--- config.mk ---
export PLATFORM = sky130hd
export DESIGN_NAME = ram8_fill_ctrl_flat
export DESIGN_NICKNAME = d
export VERILOG_FILES = /design/src/rtl/ram8_fill_ctrl_if.sv /design/src/rtl/ram8_fill_ctrl.sv /design/src/flat_wrapper.sv
export SDC_FILE = /design/constraint.sdc
export NUM_CORES = 1
export LEC_CHECK = 0
export ABC_AREA = 1
export CELL_PAD_IN_SITES_DETAIL_PLACEMENT = 0
export CELL_PAD_IN_SITES_GLOBAL_PLACEMENT = 2
export CORE_MARGIN = 3
export CORE_UTILIZATION = 25
export CTS_CLUSTER_SIZE = 30
export DETAILED_ROUTE_END_ITERATION = 7
export MAX_ROUTING_LAYER = met4
export PLACE_DENSITY_LB_ADDON = 0.1
export SLEW_MARGIN = 20
export SYNTH_ARGS = -nofsm -noshare
export SYNTH_HDL_FRONTEND = slang
export SYNTH_SLANG_ARGS = --single-unit
export TNS_END_PERCENT = 20
--- constraint.sdc ---
create_clock -name clk -period 2 [get_ports clk]
set_clock_uncertainty 0.05 [all_clocks]
set_input_delay 0.2 -clock clk [delete_from_list [all_inputs] [get_ports clk]]
set_output_delay 0.2 -clock clk [all_outputs]
set_load 0.03 [all_outputs]
--- src/rtl/ram8_fill_ctrl_if.sv ---
// Host and RAM8-side signal bundle for ram8_fill_ctrl.
// The slave modport is the controller; the master modport is the host/RAM side.
interface ram8_fill_ctrl_if;
    logic [15:0] host_in;
    logic [2:0]  host_address;
    logic        host_load;
    logic        fill_start;
    logic [15:0] fill_value;
    logic        fill_incr;
    logic [15:0] ram_out;
    logic [15:0] ram_in;
    logic [2:0]  ram_address;
    logic        ram_load;
    logic [15:0] host_out;
    logic        busy;
    logic        done;
    logic        host_drop;

    modport slave (
        input  host_in, host_address, host_load, fill_start, fill_value, fill_incr, ram_out,
        output ram_in, ram_address, ram_load, host_out, busy, done, host_drop
    );

    modport master (
        output host_in, host_address, host_load, fill_start, fill_value, fill_incr, ram_out,
        input  ram_in, ram_address, ram_load, host_out, busy, done, host_drop
    );
endinterface

--- src/rtl/ram8_fill_ctrl.sv ---
// Front-end for an 8 x 16 RAM8: zero-clears the RAM after reset, then serves
// host single-word reads/writes and a constant or incrementing block fill.
module ram8_fill_ctrl (
    input  logic             clk,
    input  logic             reset,
    ram8_fill_ctrl_if.slave  bus
);
    localparam int unsigned DATA_W = 16;
    localparam int unsigned ADDR_W = 3;

    typedef enum logic [1:0] {
        ST_CLEAR = 2'd0,
        ST_IDLE  = 2'd1,
        ST_FILL  = 2'd2
    } state_t;

    state_t              r_state, w_state_nxt;
    logic [ADDR_W-1:0]   r_cnt, w_cnt_nxt;
    logic [DATA_W-1:0]   r_base, w_base_nxt;
    logic                r_incr, w_incr_nxt;
    logic [DATA_W-1:0]   r_ram_in, w_ram_in_nxt;
    logic [ADDR_W-1:0]   r_ram_address, w_ram_address_nxt;
    logic                r_ram_load, w_ram_load_nxt;
    logic                r_busy, w_busy_nxt;
    logic                r_done, w_done_nxt;
    logic                r_host_drop, w_host_drop_nxt;
    logic                w_last;

    assign w_last = (r_cnt == ADDR_W'(7));

    // State and output registers
    always_ff @(posedge clk or posedge reset) begin
        if (reset) begin
            r_state       <= ST_CLEAR;
            r_cnt         <= '0;
            r_base        <= '0;
            r_incr        <= 1'b0;
            r_ram_in      <= '0;
            r_ram_address <= '0;
            r_ram_load    <= 1'b0;
            r_busy        <= 1'b1;
            r_done        <= 1'b0;
            r_host_drop   <= 1'b0;
        end else begin
            r_state       <= w_state_nxt;
            r_cnt         <= w_cnt_nxt;
            r_base        <= w_base_nxt;
            r_incr        <= w_incr_nxt;
            r_ram_in      <= w_ram_in_nxt;
            r_ram_address <= w_ram_address_nxt;
            r_ram_load    <= w_ram_load_nxt;
            r_busy        <= w_busy_nxt;
            r_done        <= w_done_nxt;
            r_host_drop   <= w_host_drop_nxt;
        end
    end

    // Next-state and RAM port decode
    always_comb begin
        w_state_nxt       = r_state;
        w_cnt_nxt         = r_cnt;
        w_base_nxt        = r_base;
        w_incr_nxt        = r_incr;
        w_ram_in_nxt      = r_ram_in;
        w_ram_address_nxt = r_ram_address;
        w_ram_load_nxt    = 1'b0;
        w_done_nxt        = 1'b0;
        w_host_drop_nxt   = r_host_drop;

        case (r_state)
            ST_CLEAR: begin
                w_ram_address_nxt = r_cnt;
                w_ram_in_nxt      = '0;
                w_ram_load_nxt    = 1'b1;
                w_cnt_nxt         = r_cnt + ADDR_W'(1);
                if (w_last) w_state_nxt = ST_IDLE;
                if (bus.host_load) w_host_drop_nxt = 1'b1;
            end
            ST_IDLE: begin
                if (bus.fill_start) begin
                    // Word 0 goes out on the accepting edge; a coincident write loses.
                    w_base_nxt        = bus.fill_value;
                    w_incr_nxt        = bus.fill_incr;
                    w_state_nxt       = ST_FILL;
                    w_ram_address_nxt = '0;
                    w_ram_in_nxt      = bus.fill_value;
                    w_ram_load_nxt    = 1'b1;
                    w_cnt_nxt         = ADDR_W'(1);
                    if (bus.host_load) w_host_drop_nxt = 1'b1;
                end else begin
                    w_ram_address_nxt = bus.host_address;
                    w_ram_in_nxt      = bus.host_in;
                    w_ram_load_nxt    = bus.host_load;
                end
            end
            ST_FILL: begin
                w_ram_address_nxt = r_cnt;
                w_ram_in_nxt      = r_base + (r_incr ? DATA_W'(r_cnt) : '0);
                w_ram_load_nxt    = 1'b1;
                w_cnt_nxt         = r_cnt + ADDR_W'(1);
                if (w_last) begin
                    w_state_nxt = ST_IDLE;
                    w_done_nxt  = 1'b1;
                end
                if (bus.host_load) w_host_drop_nxt = 1'b1;
            end
            default: begin
                w_state_nxt = ST_CLEAR;
                w_cnt_nxt   = '0;
            end
        endcase

        w_busy_nxt = (w_state_nxt != ST_IDLE);
    end

    assign bus.ram_in      = r_ram_in;
    assign bus.ram_address = r_ram_address;
    assign bus.ram_load    = r_ram_load;
    assign bus.busy        = r_busy;
    assign bus.done        = r_done;
    assign bus.host_drop   = r_host_drop;
    // Read data is a straight wire from RAM8; it tracks ram_address, not host_address.
    assign bus.host_out    = bus.ram_out;
endmodule
--- src/flat_wrapper.sv ---
// flat-port wrapper written by rule: the top's interface ports become plain ports
module ram8_fill_ctrl_flat 
  (clk, reset, bus_host_in, bus_host_address, bus_host_load, bus_fill_start, bus_fill_value, bus_fill_incr, bus_ram_out, bus_ram_in, bus_ram_address, bus_ram_load, bus_host_out, bus_busy, bus_done, bus_host_drop);
  ram8_fill_ctrl_if bus_i ();
  input  logic clk;
  input  logic reset;
  input wire logic [$bits(bus_i.host_in)-1:0] bus_host_in;
  input wire logic [$bits(bus_i.host_address)-1:0] bus_host_address;
  input wire logic [$bits(bus_i.host_load)-1:0] bus_host_load;
  input wire logic [$bits(bus_i.fill_start)-1:0] bus_fill_start;
  input wire logic [$bits(bus_i.fill_value)-1:0] bus_fill_value;
  input wire logic [$bits(bus_i.fill_incr)-1:0] bus_fill_incr;
  input wire logic [$bits(bus_i.ram_out)-1:0] bus_ram_out;
  output wire logic [$bits(bus_i.ram_in)-1:0] bus_ram_in;
  output wire logic [$bits(bus_i.ram_address)-1:0] bus_ram_address;
  output wire logic [$bits(bus_i.ram_load)-1:0] bus_ram_load;
  output wire logic [$bits(bus_i.host_out)-1:0] bus_host_out;
  output wire logic [$bits(bus_i.busy)-1:0] bus_busy;
  output wire logic [$bits(bus_i.done)-1:0] bus_done;
  output wire logic [$bits(bus_i.host_drop)-1:0] bus_host_drop;
  assign bus_i.host_in = bus_host_in;
  assign bus_i.host_address = bus_host_address;
  assign bus_i.host_load = bus_host_load;
  assign bus_i.fill_start = bus_fill_start;
  assign bus_i.fill_value = bus_fill_value;
  assign bus_i.fill_incr = bus_fill_incr;
  assign bus_i.ram_out = bus_ram_out;
  assign bus_ram_in = bus_i.ram_in;
  assign bus_ram_address = bus_i.ram_address;
  assign bus_ram_load = bus_i.ram_load;
  assign bus_host_out = bus_i.host_out;
  assign bus_busy = bus_i.busy;
  assign bus_done = bus_i.done;
  assign bus_host_drop = bus_i.host_drop;
  ram8_fill_ctrl u_core (.clk(clk), .reset(reset), .bus(bus_i));
endmodule
Word level (Yosys, flattened, before mapping)
Index checks and enable logic that the tools add are counted.

storage, ports and cells
  register bits after elaboration = 45
  bits in latches = 0
  RAM bits = 0
  ROM bits = 0
  output and inout port bits = 39
  memories kept = 0

operators by class
  add/subtract/negate cells = 2
  multiply operators = 0
  divide/modulo/power cells = 0
  $lt $le $gt $ge = 0
  equality and inequality tests = 5
  shift-type cells = 0
  mux-type cells = 17
  bitwise gates (word level) = 0
  reduce and logical (&&, ||, !) cells = 6

operators with widths
  operator               count
  $pmux W16 S3           1
  $add A16 B16 Y16       1
  $mux W16               1
  $pmux W3 S2            2
  $mux W3                3
  $mux W1                5
  $mux W2                2
  $pmux W1 S2            2
  $pmux W2 S2            1
  $reduce_and A2 Y1      2
  $add A3 B1 Y3 const B  1
  $eq A3 B3 Y1 const B   1
  $reduce_bool A3 Y1     1
  $eq A2 B1 Y1 const B   1
  $eq A2 B2 Y1 const B   1
  $logic_not A2 Y1       1
  $ne A2 B1 Y1 const B   1
  $ne A2 B2 Y1 const B   1
  $reduce_bool A2 Y1     1
  $reduce_or A2 Y1       1

Logic depth before layout (Yosys ltp)
Gate-level depths: netlist of run 1.

  word-level depth = 4
  mapped depth = 14
  depth with buffers taken out = 14

Worst setup path after synthesis of run 1
Ideal clock, no wire load.

  path kind = reg2reg
  start = register u_core.r_cnt[0]
  end = register u_core.r_ram_in[14] (netlist: u_core.bus.ram_in[14])
  library setup time = 0.117 ns
  data arrival time = 1.658 ns
  data required time = 1.833 ns
  path slack = 0.176 ns
  cell stages (with the launch flop) = 14
  clock period less this slack = 1.824 ns
  path through = dfrtp_1 > nand2_1 > inv_1 > ha_1 > inv_1 > fa_1 > inv_1 > nand3_2 > a21oi_2 > nand3_1 > nand3_1 > nand2_1 > nand2_1 > nand2_1

on the way
  longest elaborated chain between the ends = 3

RTL lines
  item                    RTL line              RTL
  start, declared         ram8_fill_ctrl.sv:18  logic [ADDR_W-1:0] r_cnt, w_cnt_nxt;
  start signal, assigned  ram8_fill_ctrl.sv:46  r_cnt <= w_cnt_nxt;
  $mux W3                 ram8_fill_ctrl.sv:98  w_ram_in_nxt = r_base + (r_incr ? DATA_W'(r_cnt) : '0);
  $add A16 B16 Y16        ram8_fill_ctrl.sv:98
  $pmux W16 S3            ram8_fill_ctrl.sv:70  case (r_state)
  end signal, assigned    ram8_fill_ctrl.sv:49  r_ram_in <= w_ram_in_nxt;
  end, declared           ram8_fill_ctrl.sv:21  logic [DATA_W-1:0] r_ram_in, w_ram_in_nxt;

No other way between the ends.
A chain may end at the register's enable or synchronous reset.

Final worst setup path of run 1
  start = register u_core.r_incr
  end = register u_core.r_ram_in[14] (netlist: u_core.bus.ram_in[14])

on the way
  longest elaborated chain between the ends = 3

RTL lines
  item                    RTL line              RTL
  start, declared         ram8_fill_ctrl.sv:20  logic r_incr, w_incr_nxt;
  start signal, assigned  ram8_fill_ctrl.sv:48  r_incr <= w_incr_nxt;
  $mux W3                 ram8_fill_ctrl.sv:98
  $add A16 B16 Y16        ram8_fill_ctrl.sv:98
  $pmux W16 S3            ram8_fill_ctrl.sv:70

No other way between the ends.

==> flow_summary_export.csv, run 1 <==
group,metric,value,unit
outcome,status,"finished, final reports clean",
synthesis,async_flop_share,100,%
synthesis,seq_area_frac_synth,41.2,%
grt,grt_max_degree,29,
placement,placed_area,0.00342,mm²
sta,holdWs,188,ps
placement,dp.final_hpwl,6650,µm
cells_and_area,n_antenna_cell,0,
sta,rsz0062_at_grt,"yes",
power_and_ir_drop,leakagePower,1.68,nW
power_and_ir_drop,switching_share,45.1,%
placement,io_buffers,62,
route,topRoutingLayerUsed,"met4",
grt,grt_pass1_vias,2574,
die,die_y,111,µm
cells_and_area,layout-drive-gt1-share,11.7,%
sta,finalHoldViolCount,0,
clock_tree,clockBufferDepth,2,
synthesis,synthDistinctLibCells,32,
die,initial_core_util,26.2,%
synthesis,synth_area,0.00274,mm²
cells_and_area,fill_cells,1181,
cells_and_area,fin_nets,485,
sta,relSlewSlack,66.2,%
setup_path,critPathCaptureType,"flop",
sta,max_freq,0.529,GHz
cells_and_area,seqCellArea,0.00113,mm²
synthesis,synthFlopType,"dfrtp_1",
setup_path,crit_fanout,4,
cells_and_area,post-route-util,34.5,%
synthesis,synth-seq-cells,45,
flow_run,maxCapViolations,0,
grt,grt_usage,14.4,%
clock_tree,numClockSinks,45,
cells_and_area,synthToLayoutAreaGrowth,31.8,%
route,drt-initial-drc-count,81,
synthesis,synth_enable_flop_cells,0,
sta,worst_pin_slew,506,ps
sta,fin_crit_sh,94.5,%
route,via_per_inst,4.43,
power_and_ir_drop,clockPowerShare,16.0,%
grt,antenna_found_initial,0,
synthesis,synth_area_leaders,"dfrtp_1 (40%), nand2_1 (17%), inv_1 (5.8%)",
die,fp-row-count,37,
clock_tree,root_buffer,"clkbuf_8",
synthesis,synth_top_cells_by_count,"nand2_1 (124), dfrtp_1 (44), inv_1 (42)",
die,die_width,111,µm
setup_path,worst_ep_arrival_time,2050,ps
setup_path,critPathLaunchType,"flop",
die,core_area,0.0105,mm²
clock_tree,clock_latency,290,ps
die,ios,95,
sta,drv_slew,0,
grt,grt-ovfl-total,0,
power_and_ir_drop,seq_power_share,34.3,%
synthesis,syn_inst,362,
power_and_ir_drop,comb_power_share,49.7,%
setup_path,required,2160,ps
power_and_ir_drop,powerDensity,1250,mW/mm²
route,route.met3.wl,283,µm
sta,setup_viol,0,
cells_and_area,multi_input_area,0.00128,mm²
sta,fin_ws,110,ps
power_and_ir_drop,p_switching,2.03,mW
power_and_ir_drop,intPower,2.48,mW
synthesis,yosys_warnings,0,
route,dr_total_vias,2465,
clock_tree,path_clk_slew,100,ps
clock_tree,cts_max_level,2,
route,wl_per_cell,15.3,µm
synthesis,synth_nets,428,
route,wl_met2,4100,µm
synthesis,yosysTopAreaCell,"dfrtp_1",
synthesis,synth_top_area_share,40.2,%
route,drc,0,
clock_tree,cts_buffers,5,
die,die_area,0.0122,mm²
power_and_ir_drop,ir_drop,400,µV
setup_path,setup.worst_path.class,"reg2reg",
placement,gp_congestion,0.809,
route,drt_wl_total,8500,µm
grt,grt_pass1_wl,13700,µm
clock_tree,cts_tree,"built",
route,m1WireLength,4010,µm
placement,dpl_worst_slack,25.3,ps
route,dr.pass1.iters,4,
cells_and_area,fin_area,0.00361,mm²
clock_tree,cts_hold_buf,0,
sta,period_minus_slack,1890,ps
synthesis,avgSynthCellArea,7.56,µm²
min_path,hp-class,"in2async",
route,ant_nets,0,
synthesis,synthMostInstantiatedCell,"nand2_1",
## final timing paths
check | from | endpoint | slack, ps | cells past startpoint
worst max-delay path | u_core.r_incr | u_core.bus.ram_in[14] | 110 | 13
worst min-delay path | reset | u_core.bus.ram_in[9] | 190 | 2
worst max register to register | u_core.r_incr | u_core.bus.ram_in[14] | 110 | 13
worst min register to register | u_core.bus.host_drop | u_core.bus.host_drop | 440 | 1
max in group asynchronous | reset | u_core.r_cnt[2] | 1120 | 3
min in group clk | bus_ram_out[12] | bus_host_out[12] | 350 | 0
## stage by stage
step           total power, mW  TNS, ps  instances
5_1_grt                   4.93     -174        556
3_3_place_gp              3.76        0        546
4_1_cts                   4.49        0        554
2_1_floorplan             2.98        0        362
3_5_place_dp              3.74        0        546
6_report                  4.51        0        556
## critical path: stages (launching register included)
cell and delay [ps]:
dfrtp_1 390, nand2_1 60, inv_1 50, ha_2 170, inv_2 40, fa_2 340, inv_2 80, nand3_4 90
a21oi_4 190, nand3_1 90, nand3_1 90, nand2_1 50, nand2_1 60, nand2_1 50
## cell type report
cell class	instances	share of cell area, %
repair buffers	77	20.7
flip-flops and latches	45	31.3
well taps	136	4.72
multi-input cells	245	35.4
clock buffers	5	1.91
inverters	45	4.75
clock inverters	3	1.28
## flip-flops by register name (all words and copies together) (netlist names)
| register | cells |
|---|---|
| u_core.bus.ram_address | 3 |
| u_core.bus.ram_in | 16 |
| u_core.r_state | 2 |
| u_core.bus.ram_load | 1 |
| u_core.r_cnt | 3 |
| u_core.bus.done | 1 |
| u_core.bus.host_drop | 1 |
| u_core.bus.busy | 1 |
| u_core.r_base | 16 |
| u_core.r_incr | 1 |
## cell usage in the layout (no fill, tap or decap), drive strengths merged, types with 9 or more instances in the layout
master,synthesis,routed
buf,23,15
nand2,129,129
clkdlybuf4s50,0,62
ha,9,9
inv,45,45
o21ai,37,37
dfrtp,44,44
nor2,19,19
nand3,24,24
a22oi,9,9
## per-layer routing
layer  vias up  global-route usage (%)
met3         8                    2.47
met5         -                       -
met1      1150                    18.1
met2        62                    23.9
li1       1245                       -
met4         0                    4.11
## logic make-up (layout without fill, tap and decap cells)
logic type      Yosys count  after routing  share of synthesized area, %
compound gates           59             59                          12.5
fa+ha+maj                10             10                          4.85
simple gates            175            175                          27.0
flops                    45             45                          41.2
buf+inv                  72            130                          14.1
xor+xnor                  1              1                         0.320
## power groups by stage
stage                     registers [mW]  clock network (mW)  logic, mW
after CTS                           1.55               0.744       2.20
final                               1.55               0.721       2.24
after global routing                1.59               0.790       2.55
after detailed placement            1.56                   0       2.18
after global placement              1.56                   0       2.20
after floorplan                     1.70                   0       1.28
## repair_timing
item,in CTS,in global routing
buffers inserted,0,2
gates resized for setup,0,15
endpoints found under the setup margin,0,8
hold endpoints to repair,0,0
No activity file was read; power rests on OpenSTA's default activity.
==> run 2: changes to the inputs <==
--- a/config.mk
+++ b/config.mk
@@ -9,9 +9,10 @@
 export CELL_PAD_IN_SITES_DETAIL_PLACEMENT = 0
 export CELL_PAD_IN_SITES_GLOBAL_PLACEMENT = 2
 export CORE_MARGIN = 3
-export CORE_UTILIZATION = 25
+export CORE_UTILIZATION = 34
 export CTS_CLUSTER_SIZE = 30
 export DETAILED_ROUTE_END_ITERATION = 7
+export DONT_BUFFER_PORTS = 1
 export MAX_ROUTING_LAYER = met4
 export PLACE_DENSITY_LB_ADDON = 0.1
 export SLEW_MARGIN = 20
==> constraint.sdc (replaced) <==
create_clock -name clk -period 2 [get_ports clk]
set_clock_uncertainty 0.05 [all_clocks]
set_input_delay 0.6 -clock clk [delete_from_list [all_inputs] [get_ports clk]]
set_output_delay 0.6 -clock clk [all_outputs]
set_load 0.03 [all_outputs]
==> run 2 against run 1 <==
Net effect:
- clock power is 19% lower
- first-iteration DRC count is 15% lower
- sequential share of layout area is 7.3 points higher
- maximum frequency is 0.75% higher
- final cell count is 17% lower
- via count is 8.4% lower
- sequential power is 14% higher
- clock-buffer cell count is 1 higher
- combinational power is 25% lower
- core utilization is 3.2 points higher
- design area is 19% lower
- register-to-register slack hardly changed
- highest routed layer unchanged
==> flow_summary_export.csv, run 2 (synthesis gave the netlist of run 1 again) <==
group,metric,value,unit
route,via_per_inst,4.88,
cells_and_area,n_antenna_cell,0,
clock_tree,clockBufferDepth,2,
placement,placed_area,0.00278,mm²
die,die_y,95.7,µm
sta,fin_crit_sh,93.8,%
clock_tree,cts_max_level,2,
route,drt-initial-drc-count,69,
grt,grt_pass1_vias,2303,
power_and_ir_drop,powerDensity,1380,mW/mm²
sta,worst_pin_slew,462,ps
power_and_ir_drop,ir_drop,505,µV
grt,grt-ovfl-total,0,
die,die_width,95.7,µm
sta,relSlewSlack,69.1,%
setup_path,setup.worst_path.class,"reg2reg",
sta,rsz0062_at_grt,"yes",
placement,place_inst,453,
cells_and_area,fin_area,0.00293,mm²
clock_tree,path_clk_slew,100,ps
power_and_ir_drop,leakagePower,1.44,nW
clock_tree,root_buffer,"clkbuf_8",
sta,max_freq,0.533,GHz
setup_path,required,2150,ps
clock_tree,cts_hold_buf,0,
cells_and_area,fin_nets,426,
grt,grt_usage,17.9,%
route,wl_per_cell,16.4,µm
grt,antenna_found_initial,0,
die,core_area,0.00777,mm²
power_and_ir_drop,seq_power_share,43.8,%
cells_and_area,layout_commonest_cell,"nand2_1",
flow_run,maxCapViolations,0,
route,drt_wl_total,7590,µm
route,ant_nets,0,
sta,period_minus_slack,1880,ps
clock_tree,clock_latency,300,ps
die,fp-row-count,32,
die,die_area,0.00916,mm²
cells_and_area,layout-drive-gt1-share,14.1,%
route,dr.pass1.iters,4,
placement,gp_congestion,0.805,
grt,grt_max_degree,31,
power_and_ir_drop,comb_power_share,41.8,%
setup_path,critPathCaptureType,"flop",
power_and_ir_drop,clockPowerShare,14.4,%
cells_and_area,final_cell_mix,"nand2_1 (121), dfrtp_1 (44), inv_1 (40), o21ai_0 (30), nand3_1 (21)",
clock_tree,numClockSinks,45,
sta,setup_viol,0,
sta,drv_slew,0,
min_path,hp-class,"in2async",
clock_tree,cts_tree,"built",
power_and_ir_drop,p_switching,1.94,mW
die,ios,95,
cells_and_area,synthToLayoutAreaGrowth,6.90,%
setup_path,crit_fanout,4,
placement,dp.final_hpwl,5850,µm
placement,io_buffers,0,
setup_path,worst_ep_arrival_time,2030,ps
grt,grt_pass1_wl,12000,µm
cells_and_area,finalNonFillerCells,463,
sta,finalHoldViolCount,0,
setup_path,critPathLaunchType,"flop",
route,drc,0,
power_and_ir_drop,intPower,2.10,mW
power_and_ir_drop,power.total,4.04,mW
outcome,status,"finished, final reports clean",
die,initial_core_util,35.2,%
power_and_ir_drop,switching_share,47.9,%
route,dr_total_vias,2258,
sta,holdWs,129,ps
clock_tree,cts_buffers,5,
run 2: changes by cell type in the layout (fill, tap and decap cells not counted), sizes merged:
cell           previous run  this run
clkdlybuf4s50            62         0
clkbuf                    5         6
clkinv                    1         0
bufinv                    1         0
clkinvlp                  1         2
buf                      15        18
run 2: worst max-delay path: stages, from the launching register on:
cell and delay (ps):
dfrtp_1 360, nand2_1 60, inv_1 50, ha_1 160
inv_1 60, fa_2 350, inv_2 80, nand3_4 90
a21oi_4 210, nand3_2 80, nand3_1 90, nand2_1 60
nand2_1 60, nand2_1 40
run 2: area by class of cell:
| type | count | area (µm²) |
|---|---|---|
| inverter | 45 | 171 |
| timing repair buffer | 18 | 148 |
| clock inverter | 2 | 15.0 |
| clock buffer | 6 | 72.6 |
| tap | 102 | 128 |
| sequential | 45 | 1130 |
| multi-input combinational | 245 | 1260 |
| fill | 880 | 4840 |
run 2: power by group through the flow:
stage / clock network [mW] / registers (mW) / logic [mW]
after floorplan: 0 / 1.70 / 1.28
after global placement: 0 / 1.78 / 1.66
after detailed placement: 0 / 1.78 / 1.65
after CTS: 0.606 / 1.77 / 1.67
after global routing: 0.652 / 1.81 / 1.96
final: 0.583 / 1.77 / 1.69
run 2: path summary, 6_finish.rpt:
path / start / to / slack, ps / cells past startpoint
min reg2reg: u_core.r_base[2] / u_core.r_base[2] / 470 / 2
min in group clk: bus_fill_incr / u_core.r_incr / 360 / 2
max in group asynchronous: reset / u_core.r_cnt[1] / 1260 / 2
min: reset / u_core.bus.ram_in[5] / 130 / 1
max: u_core.r_cnt[0] / u_core.bus.ram_in[14] / 120 / 13
max reg2reg: u_core.r_cnt[0] / u_core.bus.ram_in[14] / 120 / 13
run 2: what timing repair did:
action                     in CTS  in global routing
gates cloned                    0                  0
gates resized for setup         2                  8
setup buffers                   0                  2
pin swaps                       0                  1
setup endpoints to repair       1                  8
run 2: per-layer routing:
| layer | global-route usage (%) | part of all wire [%] |
|---|---|---|
| met1 | 22.0 | 44 |
| met5 | - | 0 |
| met4 | 6.75 | 2.4 |
| met3 | 3.21 | 4.5 |
| met2 | 29.2 | 49 |
run 2: per-stage QoR:
step	utilization (%)	setup WS [ps]	setup TNS, ps
6_report	37.7	124	0
3_5_place_dp	35.8	-1.34	-1.34
2_1_floorplan	-	176	0
4_1_cts	37.1	-14.8	-19.4
5_1_grt	37.7	-69.3	-176
3_3_place_gp	35.8	39.1	0
==> run 3: changes to the inputs <==
--- a/config.mk
+++ b/config.mk
@@ -9,12 +9,13 @@
 export CELL_PAD_IN_SITES_DETAIL_PLACEMENT = 0
 export CELL_PAD_IN_SITES_GLOBAL_PLACEMENT = 2
 export CORE_MARGIN = 3
-export CORE_UTILIZATION = 34
+export CORE_UTILIZATION = 37
 export CTS_CLUSTER_SIZE = 30
 export DETAILED_ROUTE_END_ITERATION = 7
 export DONT_BUFFER_PORTS = 1
 export MAX_ROUTING_LAYER = met4
 export PLACE_DENSITY_LB_ADDON = 0.1
+export SKIP_LAST_GASP = 1
 export SLEW_MARGIN = 20
 export SYNTH_ARGS = -nofsm -noshare
 export SYNTH_HDL_FRONTEND = slang
==> constraint.sdc (replaced) <==
create_clock -name clk -period 2.22 [get_ports clk]
set_clock_uncertainty 0.05 [all_clocks]
set_input_delay 0.666 -clock clk [delete_from_list [all_inputs] [get_ports clk]]
set_output_delay 0.666 -clock clk [all_outputs]
set_load 0.03 [all_outputs]
==> run 3 against run 2 <==
Net effect:
- sequential share of layout area rose by 1.0 points
- critical endpoint is now u_core.bus.ram_in[6]
- global-route usage rose by 0.66 points
- via count fell by 1.9%
- critical path depth rose by 1
- maximum frequency fell by 7.0%
- design area fell by 2.6%
- total power fell by 8.6%
- final cell count fell by 3.2%
==> flow_summary_export.csv, run 3 (synthesis gave the netlist of run 1 again) <==
group,metric,value,unit
outcome,status,"finished, final reports clean",
setup_path,crit_fanout,5,
die,die_width,92.0,µm
setup_path,critPathCaptureType,"flop",
die,fp-row-count,30,
cells_and_area,fin_nets,417,
grt,grt-ovfl-total,0,
die,initial_core_util,39.2,%
sta,max_freq,0.496,GHz
setup_path,slowest_delay,430,ps
grt,grt_max_degree,36,
route,ant_nets,0,
setup_path,cp.buffers_inverters,3,
sta,relSlewSlack,67.2,%
clock_tree,clockBufferDepth,2,
grt,grt_pass1_wl,11800,µm
clock_tree,path_clk_slew,100,ps
clock_tree,root_buffer,"clkbuf_8",
min_path,hp-class,"in2async",
sta,drv_slew,0,
cells_and_area,n_antenna_cell,0,
die,die_y,92.0,µm
route,drt-initial-drc-count,65,
route,wl_per_cell,16.5,µm
route,dr_total_vias,2215,
placement,gp_congestion,0.834,
setup_path,crit_slowest_cell,"dfrtp_1",
setup_path,cpMostUsedCell,"nand2_1",
grt,grt_pass1_vias,2216,
sta,setup_viol,0,
clock_tree,cts_max_level,2,
route,dr.pass1.iters,4,
die,core_area,0.00698,mm²
grt,grt_usage,18.5,%
sta,fin_crit_sh,90.9,%
route,drt_wl_total,7410,µm
sta,fin_ws,202,ps
die,die_area,0.00846,mm²
setup_path,cp_top_family,"simple AND/OR/NAND/NOR gates",
placement,io_buffers,0,
power_and_ir_drop,leakagePower,1.41,nW
clock_tree,cts_buffers,5,
clock_tree,numClockSinks,45,
setup_path,setup.worst_path.class,"reg2reg",
setup_path,required,2410,ps
setup_path,critPathLaunchType,"flop",
cells_and_area,final_cell_mix,"nand2_1 (124), dfrtp_1 (44), inv_1 (40), o21ai_0 (30), nand3_1 (22)",
sta,period_minus_slack,2020,ps
sta,rsz0062_at_grt,"yes",
sta,worst_pin_slew,492,ps
setup_path,worst_ep_arrival_time,2210,ps
clock_tree,clock_latency,310,ps
power_and_ir_drop,ir_drop,607,µV
grt,antenna_found_initial,0,
power_and_ir_drop,powerDensity,1300,mW/mm²
cells_and_area,layout-drive-gt1-share,11.4,%
placement,dpl_worst_slack,165,ps
placement,place_inst,439,
route,drc,0,
route,via_per_inst,4.94,
flow_run,maxCapViolations,0,
clock_tree,cts_tree,"built",
die,ios,95,
sta,holdWs,200,ps
cells_and_area,finalNonFillerCells,448,
setup_path,path_cells,"nand2_1, inv_1, ha_2, inv_1, fa_2, inv_2, nand3_4, a21oi_4, nor2_1, nor2_1, nand2_1, nand2_1, nand2_1, nand2_1",
power_and_ir_drop,power.total,3.69,mW
cells_and_area,synthToLayoutAreaGrowth,4.12,%
cells_and_area,layout_commonest_cell,"nand2_1",
sta,finalHoldViolCount,0,
placement,dp.final_hpwl,5750,µm
run 3: cell count changes in the layout (fill, tap and decap cells not counted), moves of 2 or more:
cell,previous run,this run
buf_4,17,9
clkinvlp_4,2,0
nand2_1,121,124
nand2_2,7,5
run 3: cell type report:
cell class / count / area, µm²
sequential: 45 / 1130
clock buffer: 5 / 68.8
fill: 791 / 4130
tap: 96 / 120
clock inverter: 3 / 50.0
timing repair buffer: 9 / 67.6
multi-input combinational: 245 / 1240
inverter: 45 / 171
run 3: routing by layer:
layer	vias to the layer above	track usage [%]	wire length [µm]
li1	1108	-	-
met1	1037	23.3	3300
met2	57	31.3	3710
met3	13	3.20	327
met4	0	4.21	80
met5	-	-	0
run 3: report_power, final:
| group | leakage, nW | total [mW] | switching, mW | internal [mW] |
|---|---|---|---|---|
| logic | 0.777 | 1.40 | 0.926 | 0.475 |
| registers | 0.573 | 1.62 | 0.499 | 1.12 |
| clock network | 0.0603 | 0.673 | 0.328 | 0.346 |
| total | 1.41 | 3.69 | 1.75 | 1.94 |
run 3: path summary, 6_finish.rpt:
| kind | start | to | slack (ps) | depth (start not counted) |
|---|---|---|---|---|
| max in group asynchronous | reset | u_core.r_base[7] | 1330 | 2 |
| max | u_core.r_cnt[0] | u_core.bus.ram_in[6] | 200 | 14 |
| max reg2reg | u_core.r_cnt[0] | u_core.bus.ram_in[6] | 200 | 14 |
| min in group clk | bus_fill_incr | u_core.r_incr | 410 | 2 |
| min | reset | u_core.bus.ram_in[11] | 200 | 1 |
| min reg2reg | u_core.r_base[0] | u_core.r_base[0] | 470 | 2 |
run 3: worst reg2reg max path: stages, from the launching register on:
cell and delay [ps]:
dfrtp_1 430, nand2_1 70, inv_1 60, ha_2 160, inv_1 50, fa_2 340, inv_2 90, nand3_4 80
a21oi_4 210, nor2_1 60, nor2_1 130, nand2_1 70, nand2_1 50, nand2_1 50, nand2_1 60
run 3: stage by stage:
step	TNS (ps)	cell area [µm²]	util [%]
after floorplan	0	2740	-
after global placement	0	2700	38.7
after detailed placement	0	2700	38.7
after CTS	0	2820	40.4
after global routing	-28.2	2850	40.8
final	0	2850	40.8
run 3: what timing repair did:
| item | CTS | global route |
|---|---|---|
| buffers inserted | 0 | 1 |
| hold buffers | 0 | 0 |
| endpoints found under the setup margin | 0 | 4 |
| gates resized for setup | 0 | 5 |
==> RTL change (config.mk and constraints of run 2) <==
Re-encode `state_t` (3 states) as one-hot, 3 bits wide.
--- a/src/rtl/ram8_fill_ctrl.sv
+++ b/src/rtl/ram8_fill_ctrl.sv
@@ -8,10 +8,10 @@
     localparam int unsigned DATA_W = 16;
     localparam int unsigned ADDR_W = 3;
 
-    typedef enum logic [1:0] {
-        ST_CLEAR = 2'd0,
-        ST_IDLE  = 2'd1,
-        ST_FILL  = 2'd2
+    typedef enum logic [2:0] {
+        ST_CLEAR = 3'b001,
+        ST_IDLE  = 3'b010,
+        ST_FILL  = 3'b100
     } state_t;
 
     state_t              r_state, w_state_nxt;
Function: same outputs for any inputs over 10 cycles, from zero or initial values and one cycle with reset high; not proved beyond that.
==> RTL change against run 2 <==
Non-clock buffer count decreased by 8; cell area decreased by 5.0%; synthesized area decreased by 4.9%; setup slack improved by 0.035 ns; wire length decreased by 11%; fmax increased by 1.9%; count of clock-buffer cells in the layout increased by 1; total power decreased by 8.6%; die area decreased by 4.6%; critical path depth unchanged; sequential cell count increased by 1; critical endpoint is now u_core.bus.ram_in[8].
==> RTL change: results (changes against run 2) <==
Seq. pwr - 0.00167 W (-6%)
Setup Buffers After CTS - 1 (+1)
Synth Area in Adders - 3.175% (-1.7 points)
DR WL/cell - 16.01 µm (-2.3%)
layout cells sized above 1 - 14.86% (+0.73 points)
xor and xnor area share after synthesis - 0% (-0.32 points)
sequential share of the synthesized area - 44.35% (+3.2 points)
Comb group - 0.00129 W (-24%)
pre-CTS setup slack - 0.02862 ns (+0.02996 ns)
CP delay by family, top - simple AND/OR/NAND/NOR gates
peak supply drop - 0.0005100 V (+1.1%)
CP max stage cell - dfrtp_1
via count - 2030 (-10%)
Yosys cell types - 31 (-3.1%)
slowest stage delay, CP - 0.38 ns (+0.02 ns)
Leakage - 1.435 nW (-0.38%)
RR Startpoint - u_core.r_incr
mux cell area share after synthesis - 0.4329% (+0.43 points)
Sw Pwr - 0.001550 W (-20%)
worst slew pin tran - 0.4937 ns (+0.03157 ns)
Synth Area per Inst - 7.931 µm² (+4.9%)
clk_lat worst skew - 0.30 ns (about the same)
Final Total Pwr - 0.003693 W (-8.6%)
initial DRC count - 66 (-4.3%)
Reg2Reg Setup Slack - 0.16 ns (+0.04 ns)
Area contributors post-synth - dfrtp_1 42%, nand2_1 12%, inv_1 6.8%
pin count of the biggest net entering global routing - 30 (-3.2%)
dpl hpwl - 5.058 mm (-14%)
total track usage - 16.59% (-1.3 points)
Bufs on Longest Clock Path - 2 (unchanged)
hold_ws - 0.1408 ns (+0.01172 ns)
critical path arrival - 1.98 ns (-0.05 ns)
Post-Layout Cell Count - 422 (-8.9%)
GPL Wtd Cong - 0.7558 (-6.1%)
RR Endpoint - u_core.bus.ram_in[8]
outcome - complete, no violations
vias in the first global route - 2054 (-11%)
Commonest cells post-synth - 81 x nand2_1, 47 x inv_1, 44 x dfrtp_1, 35 x nand3_1, 19 x a21oi_1
first-pass GRT wire length - 10.81 mm (-9.7%)
fin nets - 384 (-9.9%)
Synthesized Nets - 390 (-8.9%)
Post-CTS Resized - 0 (-2)
f_max - 0.5433 GHz (+1.9%)
post-synthesis compound-gate area fraction - 11.40% (-1.1 points)
# placed instances - 412 (-9.1%)
[RTL change: worst register-to-register path, cell delays in order (launching register included)]
cell,delay (ns)
dfrtp_1,0.38
nand2_1,0.07
inv_2,0.06
ha_4,0.12
inv_1,0.05
fa_1,0.36
inv_1,0.07
nand2_1,0.07
nand2_2,0.11
nand2_2,0.08
inv_2,0.08
nand3_1,0.07
nand3_1,0.09
nand3_1,0.07
[RTL change: per-layer routing]
layer  wire length [µm]  vias to the layer above  GRT usage, %  share of wire [%]
met5                  0                        -             -                  0
met4                 70                        0         3.907                1.0
met3                406                        9         4.747                6.0
met2               3054                       52         25.43                 45
met1               3225                      960         21.78                 48
li1                   -                     1009             -                  -
[RTL change: layout make-up]
type	instances	area, µm²
Fill cell	798	4552
Sequential cell	46	1154
Multi-Input combinational cell	206	1099
Inverter	53	198.9
Tap cell	99	123.9
Timing Repair Buffer	10	87.58
Clock buffer	7	86.33
Clock inverter	1	30.03
